<file path="src/rtl/rf_writeback_queue.sv">
// Writeback FIFO in front of the three-ported register file: buffers results,
// drains one per cycle onto we3/wa3/wd3, and forwards pending data to readers.
module rf_writeback_queue #(
    parameter int DEPTH = 4,
    parameter int DW    = 32,
    parameter int AW    = 5
) (
    input  logic                     CLK,
    input  logic                     reset,
    input  logic                     in_valid,
    output logic                     in_ready,
    input  logic [AW-1:0]            in_addr,
    input  logic [DW-1:0]            in_data,
    input  logic                     drain_en,
    output logic                     rf_we,
    output logic [AW-1:0]            rf_wa,
    output logic [DW-1:0]            rf_wd,
    input  logic [AW-1:0]            ra1,
    input  logic [AW-1:0]            ra2,
    output logic                     hit1,
    output logic                     hit2,
    output logic [DW-1:0]            fwd1,
    output logic [DW-1:0]            fwd2,
    output logic [$clog2(DEPTH):0]   count,
    output logic                     empty,
    output logic                     full
);

    localparam int PW = $clog2(DEPTH);
    localparam int CW = PW + 1;

    logic [PW-1:0]    head;
    logic [PW-1:0]    tail;
    logic [DEPTH-1:0] vld;
    logic [AW-1:0]    ent_addr [DEPTH];
    logic [DW-1:0]    ent_data [DEPTH];
    logic             push;
    logic             pop;

    assign empty    = (count == '0);
    assign full     = (count == CW'(DEPTH));
    assign rf_we    = !empty && drain_en;
    assign pop      = rf_we;
    assign in_ready = !full || pop;
    // Register-0 requests still handshake but never occupy an entry.
    assign push     = in_valid && in_ready && (in_addr != '0);
    assign rf_wa    = empty ? '0 : ent_addr[head];
    assign rf_wd    = empty ? '0 : ent_data[head];

    always_ff @(posedge CLK) begin
        if (reset) begin
            head  <= '0;
            tail  <= '0;
            count <= '0;
            vld   <= '0;
        end else begin
            // On a full push+pop head==tail, so the set below must win over the clear.
            if (pop) begin
                vld[head] <= 1'b0;
                head      <= head + 1'b1;
            end
            if (push) begin
                vld[tail] <= 1'b1;
                tail      <= tail + 1'b1;
            end
            case ({push, pop})
                2'b10:   count <= count + 1'b1;
                2'b01:   count <= count - 1'b1;
                default: count <= count;
            endcase
        end
    end

    always_ff @(posedge CLK) begin
        if (push) begin
            ent_addr[tail] <= in_addr;
            ent_data[tail] <= in_data;
        end
    end

    // Walk oldest to youngest from head so the last match is the newest value.
    function automatic logic [DW:0] lookup(input logic [AW-1:0] ra);
        logic [DW:0]   r;
        logic [PW-1:0] idx;
        r = '0;
        for (int unsigned i = 0; i < DEPTH; i++) begin
            idx = head + PW'(i);
            if (vld[idx] && (ent_addr[idx] == ra) && (ra != '0))
                r = {1'b1, ent_data[idx]};
        end
        return r;
    endfunction

    always_comb begin
        hit1 = 1'b0;
        hit2 = 1'b0;
        fwd1 = '0;
        fwd2 = '0;
        {hit1, fwd1} = lookup(ra1);
        {hit2, fwd2} = lookup(ra2);
    end

endmodule

</file>
<file path="config.mk">
export PLATFORM = sky130hd
export DESIGN_NAME = rf_writeback_queue
export DESIGN_NICKNAME = d
export VERILOG_FILES = /design/src/rtl/rf_writeback_queue.sv
export SDC_FILE = /design/constraint.sdc
export NUM_CORES = 1
export LEC_CHECK = 0
export ABC_CLOCK_PERIOD_IN_PS = 11000
export CORE_ASPECT_RATIO = 1.1
export CORE_UTILIZATION = 55
export CTS_CLUSTER_DIAMETER = 30
export DETAILED_ROUTE_END_ITERATION = 8
export GPL_TIMING_DRIVEN = 0
export MAX_ROUTING_LAYER = met4
export PLACE_DENSITY = 0.88
export REMOVE_ABC_BUFFERS = 1
export SLEW_MARGIN = 40
export SYNTH_ARGS = -nofsm -noshare
export SYNTH_HDL_FRONTEND = slang
export SYNTH_SLANG_ARGS = --single-unit
</file>
<file path="constraint.sdc">
create_clock -name CLK -period 11 [get_ports CLK]
set_input_delay 2.2 -clock CLK [delete_from_list [all_inputs] [get_ports CLK]]
set_output_delay 2.2 -clock CLK [all_outputs]
set_load 0.03 [all_outputs]
</file>
---- Yosys cells after proc, flatten, opt, wreduce, memory -nomap -nowiden ----
Memory sizes are Yosys's and may differ from the RTL's. A register that Yosys moved wholly into a read port is not among the register bits.
Index checks and enable logic that the tools add are counted.
cells by class
  add/subtract/negate cells ............... 6
  $lt $le $gt $ge ......................... 7
  equal/unequal tests ..................... 11
  multiplexer cells ....................... 32
  bitwise logic cells ..................... 3
  reductions and logical operators ........ 29
operators with widths
  kind                                                                                  count
  33-bit two-way mux                                                                    8
  5-bit == test                                                                         8
  32-bit two-way mux                                                                    1
  1-bit logical AND                                                                     21
  2-bit by 3-bit less-than comparator with 1-bit output (second input constant)         5
  5-bit nonzero test                                                                    3
  4-bit two-way mux                                                                     3
  1-bit binary-select mux with 2-bit select                                             4
  1-bit two-way mux                                                                     8
  2-bit two-way mux                                                                     4
  3-bit case mux with 2 select lines                                                    1
  5-bit two-way mux                                                                     1
  2-bit by 1-bit adder with 2-bit output (second input constant)                        2
  2-bit adder (second input constant)                                                   2
  4-bit bitwise AND                                                                     1
  1-bit demux with 2-bit select                                                         2
  2-bit by 1-bit greater-or-equal comparator with 1-bit output (second input constant)  2
  4-bit NOT                                                                             1
  4-bit bitwise OR                                                                      1
  3-bit by 1-bit adder with 3-bit output (second input constant)                        1
  3-bit == test (second input constant)                                                 1
  3-bit logical NOT                                                                     1
  3-bit by 1-bit subtractor with 3-bit output (second input constant)                   1
  2-bit by 1-bit == test with 1-bit output (second input constant)                      1
  other kinds (4)                                                                       5
word-level totals
  register bits ........................... 11
  bits in writable memories ............... 148
  input port bits ......................... 51
  output and inout bits ................... 110
  word-level logic and storage cells ...... 94
  memories ................................ 2
memories
  name      depth  bits a word  rd ports  clocked after Yosys merged registers in  write ports  RTL line  RTL
  ent_data  4      32           4         1                                        1            36        logic [DW-1:0] ent_data [DEPTH];
  ent_addr  4      5            4         1                                        1            35        logic [AW-1:0] ent_addr [DEPTH];

---- Longest topological paths before layout ----
Gate-level depths: netlist of the first run.
  depth after elaboration ................. 10
  gate-level depth with buffers ........... 18
  depth with buffers taken out ............ 10

---- Worst setup path before layout of the first run ----
OpenSTA, ideal clock, no wires.
  path kind ............................... input to output
  start point ............................. input ra1[2]
  end point ............................... output fwd1[30]
  arrival ................................. 4.499 ns
  required time ........................... 8.800 ns
  slack ................................... 4.301 ns
  cell stages on the path ................. 8
  path buffers ............................ 2
  cells stage by stage .................... clkbuf_1 -> or4_1 -> or2_1 -> and3_1 -> nand4_1 -> clkbuf_1 -> nor2b_1 -> a211oi_1
on the way
  longest elaborated chain between the ends .. 7
  elaborated cells on any way between the ends .. 17
  classes of those cells .................. eq/ne: 4; mux: 4; reduce/logical: 9
RTL lines
  element                           RTL line  RTL
  start: declaration                18        input logic [AW-1:0] ra1,
  5-bit == test                     88        if (vld[idx] && (ent_addr[idx] == ra) && (ra != '0))
  1-bit logical AND (2 in series)   88
  33-bit two-way mux (3 in series)  88
  33-bit two-way mux *              88
  end: declaration                  22        output logic [DW-1:0] fwd1,
Mark *: on every way between the ends. The rest lies on a longest branch, timed or not.

---- Final worst setup path of the first run ----
  start point ............................. input ra1[2]
  end point ............................... output fwd1[25]
The elaborated chain is that of the path after synthesis.

==> metrics.txt, run 1 <==
fin area 15,100 sq um; layout cells sized above 1 16.9%; Top Usage Layer GRT met2; Hold Path Class register to register; grt ovf 0; sequential share of the synthesized area 37.9%; Final period util 75.7%; worst-path cell chain clkdlybuf4s50_1 > or4_1 > or2_1 > and3_1 > nand4_1 > buf_4 > and2_2 > buf_16 > a21oi_1 > clkdlybuf4s50_1; # DRC 0; clock tree from TritonCTS built; Worst Setup EP fwd1[25]; Yosys warning total 0; Top cell by count, worst path clkdlybuf4s50_1; Initial DRT Pass Iterations 6; Slew @ Worst Pin 0.776 ns; RSZ-0062 raised after global routing false; crit path from ra1[2]; most frequent cells in the layout 205 x mux2i_1, 160 x clkdlybuf4s50_1, 148 x edfxtp_1; Setup Total Neg Slack 0 ns; top_reg_cell synth edfxtp_1; WP data arrival 6.13 ns; Max Cap Viol 0; reg2reg start count[0]$_SDFFE_PP0P_; Max Slew Vio Count 0; Synth async-reset ratio 0%; clock slew at reported path FFs 0.06 ns; worst reg2reg path depth 8; #FFs+latches synth 161; Port-buffer cells 160; vias 10,400; total chip power 3.19 mW; pwr dens 211 nW/um^2; full die area 23,100 sq um; Core ar. 22,100 sq um; startpoint class of the critical path input pin; final antenna-violating net count 0; critical path class input pin to output port; R2R Setup Slk 8.33 ns; DP Area 14,500 sq um; clock skew 0.00935 ns; routed len/inst 23.6 um; Initial Util 56.1%; fin util 68.3%; worst path bufs/invs 4; Sink Count 161; H-tree levels 4; gpl congestion 0.897; GRT met3 Usage 6.65%; Iteration-0 DRC Markers 1,158; die height 159 um; Setup-failing EPs final 0; antenna violations before repair 2; DRT Wirelength 36.6 mm; met2 Use GR 53.7%; Clock Tree Root clkbuf_16; status finished clean; vias in the first global route 10,600; GRT Util Overall 32.8%; CP peak stage delay 0.62 ns; commonest non-fill, non-tap cell in the layout mux2i_1; capturing point of the worst reg2reg path count[2]$_SDFFE_PP0P_; clk_lat worst skew 0.44 ns; delay-heaviest family, CP simple AND/OR/NAND/NOR gates; hold_ws 0.566 ns; P_leak 5.07 nW; crit end category output port; Max VDD drop 186 uV; Final min period 8.33 ns; global-route wire length before repair 57.1 mm; Avg Synthesized Cell Area 11.0 sq um; postcts setup bufs 0; GRT met1 Usage 37.7%; dpl hpwl 24.7 mm; Max Fclk 120 MHz; Post-synth EDFFs 148; Resized cells post-CTS 0; Gate Count Post-Synth 1,125; CP Data Required Time 8.80 ns; largest net degree at the start of global routing 40; Max Root-Sink Buffers 2; Hold Fails Final Rpt 0; Critical-path top delay cell clkdlybuf4s50_1; Yosys cell types 53; Post-CTS Hold Buffers 0; Ports 161; synthesis-to-layout area growth 21.7%; via/cell ratio 6.74; Netlist Area Pre-Place 12,400 sq um; Crit Path Max Fanout 18; Num CTS Buffers 17; Die X 145 um; Worst path depth 10; Final nets 1,302; Slew HR 48.2%; Rows 57
layout make-up:
cell class	instances	area, sq um
Multi-Input combinational cell	845	7180
Fill cell	1560	7020
Sequential cell	161	4720
Timing Repair Buffer	205	2200
Clock buffer	18	429
Tap cell	295	369
Clock inverter	14	138
Inverter	11	43.8
Antenna cell	2	5.00
worst register-to-register path: cells and delay by family, from the launching register on:
| family | cells | cell delay, ns |
|---|---|---|
| buffers and inverters | 1 | 0.07 |
| XOR/XNOR | 1 | 0.16 |
| AND/OR/NAND/NOR | 3 | 1.10 |
| adder cells (fa/ha/maj) | 2 | 0.69 |
| AO/OA/AOI/OAI | 1 | 0.15 |
| flip-flops | 1 | 0.44 |
state kept, by name (all words and copies together) (netlist names), named ones only:
name	cells
ent_data	128
ent_addr	20
head	2
vld	4
count	3
tail	2
cell usage after synthesis, drive strengths merged (2+ instances only):
cell type  instances  share of area [%]
a211o              2               0.14
a211oi             3               0.18
a21oi             54                2.2
a22oi              8               0.69
a31oi              2               0.10
and2               6               0.30
and3              11               0.56
buf               49                2.6
clkbuf            59                1.8
dfxtp             13                2.1
edfxtp           148                 36
ha                 9               0.91
inv               11               0.33
mux2              47                4.3
mux2i            205                 17
mux4              59                 11
nand2             71                2.2
nand2b             2               0.10
nand3             30                1.2
nand3b            25                1.5
nand4             15               0.76
nor2              73                2.2
nor2b              9               0.45
nor3              63                2.6
nor3b              4               0.24
nor4               2               0.22
o211ai             2               0.20
o21ai             47                1.9
o221ai            32                2.4
or2               11               0.56
or3                3               0.15
xnor2             30                2.2
xor2              14               0.99
stage by stage:
| step | setup slack [ns] | instances |
|---|---|---|
| CTS | 2.79 | 1549 |
| detailed placement | 2.79 | 1517 |
| floorplan | -2.12 | 1017 |
| global placement | -6.83 | 1472 |
| finish | 2.67 | 1551 |
| global route | 2.63 | 1551 |
metal layers:
metal  part of all wire (%)  vias up
li1                       -     4548
met1                     36     5032
met2                     49      712
met3                     10      154
met4                    4.5        0
met5                      0        -
power by group:
part / switching (mW) / internal [mW]
sequential: 0.0830 / 0.727
combinational: 1.05 / 0.752
clock: 0.242 / 0.332
total: 1.38 / 1.81
kinds of logic after synthesis:
| logic type | synth area share (%) |
|---|---|
| AO/OA/AOI/OAI | 8.01 |
| XOR/XNOR | 3.17 |
| adder cells (fa/ha/maj) | 1.07 |
| buffers and inverters | 4.76 |
| flip-flops | 37.9 |
| multiplexers | 31.8 |
| AND/OR/NAND/NOR | 13.2 |
how the worst min path moves through the flow:
| stage | startpoint | end | cells after the start |
|---|---|---|---|
| 6_report | count[2]$_SDFFE_PP0P_ | count[2]$_SDFFE_PP0P_ | 2 |
| 5_1_grt | count[2]$_SDFFE_PP0P_ | count[2]$_SDFFE_PP0P_ | 2 |
| 4_1_cts | count[2]$_SDFFE_PP0P_ | count[2]$_SDFFE_PP0P_ | 2 |
| 3_5_place_dp | count[2]$_SDFFE_PP0P_ | count[2]$_SDFFE_PP0P_ | 2 |
| 3_3_place_gp | count[2]$_SDFFE_PP0P_ | count[2]$_SDFFE_PP0P_ | 2 |
| 2_1_floorplan | vld[2]$_SDFF_PP0_ | vld[2]$_SDFF_PP0_ | 2 |
Note: power is estimated with default switching activity, not from simulation.
==> inputs of run 2 (changes only) <==
ABC_CLOCK_PERIOD_IN_PS = 7000   (was 11000)
CORE_UTILIZATION = 51   (was 55)
PLACE_DENSITY = 0.86   (was 0.88)
clock period = 7 ns   (was 11 ns; I/O delays follow)
==> run 2 against run 1 <==
  * Via count decreased by 0.20%
  * Cell count increased by 0.84%
  * Design area increased by 0.39%
  * Critical path type is now register to output port
==> metrics.txt, run 2 (synthesis gave the netlist of run 1 again) <==
Sink Count 161 (unchanged); clock tree from TritonCTS built; Setup-failing EPs final 0 (unchanged); Rows 59 (+3.5%); pre-CTS worst setup slack 0.471 ns (-2.32 ns); layout cells sized above 1 17.1% (+0.21 points); Setup Total Neg Slack 0 ns (unchanged); synthesis-to-layout area growth 22.2%; Clock Tree Root clkbuf_16; Core ar. 23,800 sq um (+7.5%); Resized cells post-CTS 0 (unchanged); via/cell ratio 6.67 (-1.0%); hold_ws 0.535 ns (-0.0312 ns); Max VDD drop 296 uV (+60%); Max Fclk 151 MHz; most frequent cells in the layout 205 x mux2i_1, 160 x clkdlybuf4s50_1, 148 x edfxtp_1; critical path class register to output port; antenna violations before repair 3 (+1); Port-buffer cells 160 (unchanged); Crit Path Max Fanout 31 (+13); CP Data Required Time 5.60 ns (-3.20 ns); Num CTS Buffers 17 (unchanged); commonest non-fill, non-tap cell in the layout mux2i_1; Most flops, register ent_data; vias in the first global route 10,400 (-2.4%); H-tree levels 4 (unchanged); Final min period 6.64 ns; DRT Wirelength 36.3 mm (-0.87%); clk_lat worst skew 0.43 ns (about the same); vias 10,400 (-0.20%); Initial Util 52.2% (-3.9 points); Ports 161 (unchanged); Iteration-0 DRC Markers 1,083 (-6.5%); crit end category output port; global-route wire length before repair 55.4 mm (-3.0%); grt ovf 0 (unchanged); Hold Path Class register to register; dpl hpwl 24.9 mm (+0.56%); Final nets 1,304 (+0.15%); clock slew at reported path FFs 0.06 ns (about the same); Top Registers ent_data x128, ent_addr x20, vld x4; full die area 24,900 sq um (+7.7%); # DRC 0 (unchanged); min setup slack post-route 0.358 ns (-2.31 ns); die height 166 um (+3.8%); postcts setup bufs 0 (unchanged); gpl congestion 0.853 (-5.0%); Hold Fails Final Rpt 0 (unchanged); Max Root-Sink Buffers 2 (unchanged); Post-CTS Hold Buffers 0 (unchanged); status finished clean; routed len/inst 23.2 um (-1.7%); pwr dens 330 nW/um^2 (+56%); Final period util 94.9%; max FFs per register 128 (unchanged); Slew @ Worst Pin 0.823 ns (+0.0475 ns); WP data arrival 5.24 ns (-0.89 ns); Slew HR 45.0% (-3.2 points); RSZ-0062 raised after global routing false; startpoint class of the critical path register; Max Cap Viol 0 (unchanged); P_leak 5.10 nW (+0.52%); largest net degree at the start of global routing 41 (+2.5%); Die X 151 um (+3.8%); Initial DRT Pass Iterations 7 (+1); clock skew 0.00672 ns (-0.00263 ns); final antenna-violating net count 0 (unchanged); Max Slew Vio Count 0 (unchanged); GRT Util Overall 30.5% (-2.3 points)
## run 2: cell count changes in the layout (fill, tap and decap cells not counted)
cell        delta
diode_2        +1
inv_6          -1
clkinv_1       -2
buf_12         +1
buf_16         +1
buf_6          +2
clkinvlp_4     -2
clkinv_2       +1
buf_8          -2
clkbuf_1       +1
clkinv_4       +3
## run 2: area by class of cell
| class | count | area [sq um] |
|---|---|---|
| Sequential cell | 161 | 4720 |
| Tap cell | 305 | 382 |
| Timing Repair Buffer | 207 | 2240 |
| Antenna cell | 3 | 7.51 |
| Clock inverter | 13 | 138 |
| Multi-Input combinational cell | 845 | 7180 |
| Inverter | 11 | 43.8 |
| Clock buffer | 19 | 433 |
| Fill cell | 1757 | 8620 |
## run 2: report_power, final
group          leakage (nW)  total, mW  internal (mW)  switching [mW]
clock network         0.276      0.899          0.524           0.375
registers              1.47       1.27           1.14           0.127
logic                  3.35       2.83           1.18            1.65
total                  5.10       5.00           2.85            2.15
## run 2: critical path, cell delays in order, from the launching register on
cell and delay [ns]:
dfxtp_4 0.66, buf_12 0.27, inv_1 0.12, ha_4 0.61
mux4_1 0.43, xnor2_1 0.16, and3_1 0.18, nand4_1 0.29
buf_6 0.27, buf_4 0.18, and2_2 0.37, buf_16 0.24
a21oi_1 0.27, clkdlybuf4s50_1 0.73
## run 2: per-stage QoR
step	instances	utilization, %	power, mW	area, sq um
2_1_floorplan	1017	-	3.18	11800
3_3_place_gp	1482	58.2	4.04	13800
3_5_place_dp	1529	61.3	4.08	14600
4_1_cts	1561	63.7	4.98	15100
5_1_grt	1564	63.7	5.22	15100
6_report	1564	63.7	5.00	15100
## run 2: layer usage
metal	global-route usage [%]	routed length, um
met5	-	0
met4	17.0	1570
met3	6.51	3680
met2	48.9	17600
met1	35.7	13400
## run 2: worst paths after layout
check	from	endpoint	slack (ns)	cells after the start
worst max register to register	count[0]$_SDFFE_PP0P_	count[2]$_SDFFE_PP0P_	4.30	8
worst min register to register	count[2]$_SDFFE_PP0P_	count[2]$_SDFFE_PP0P_	0.53	2
worst min-delay path	count[2]$_SDFFE_PP0P_	count[2]$_SDFFE_PP0P_	0.53	2
worst max-delay path	head[0]$_SDFFE_PP0P_	fwd1[27]	0.36	13
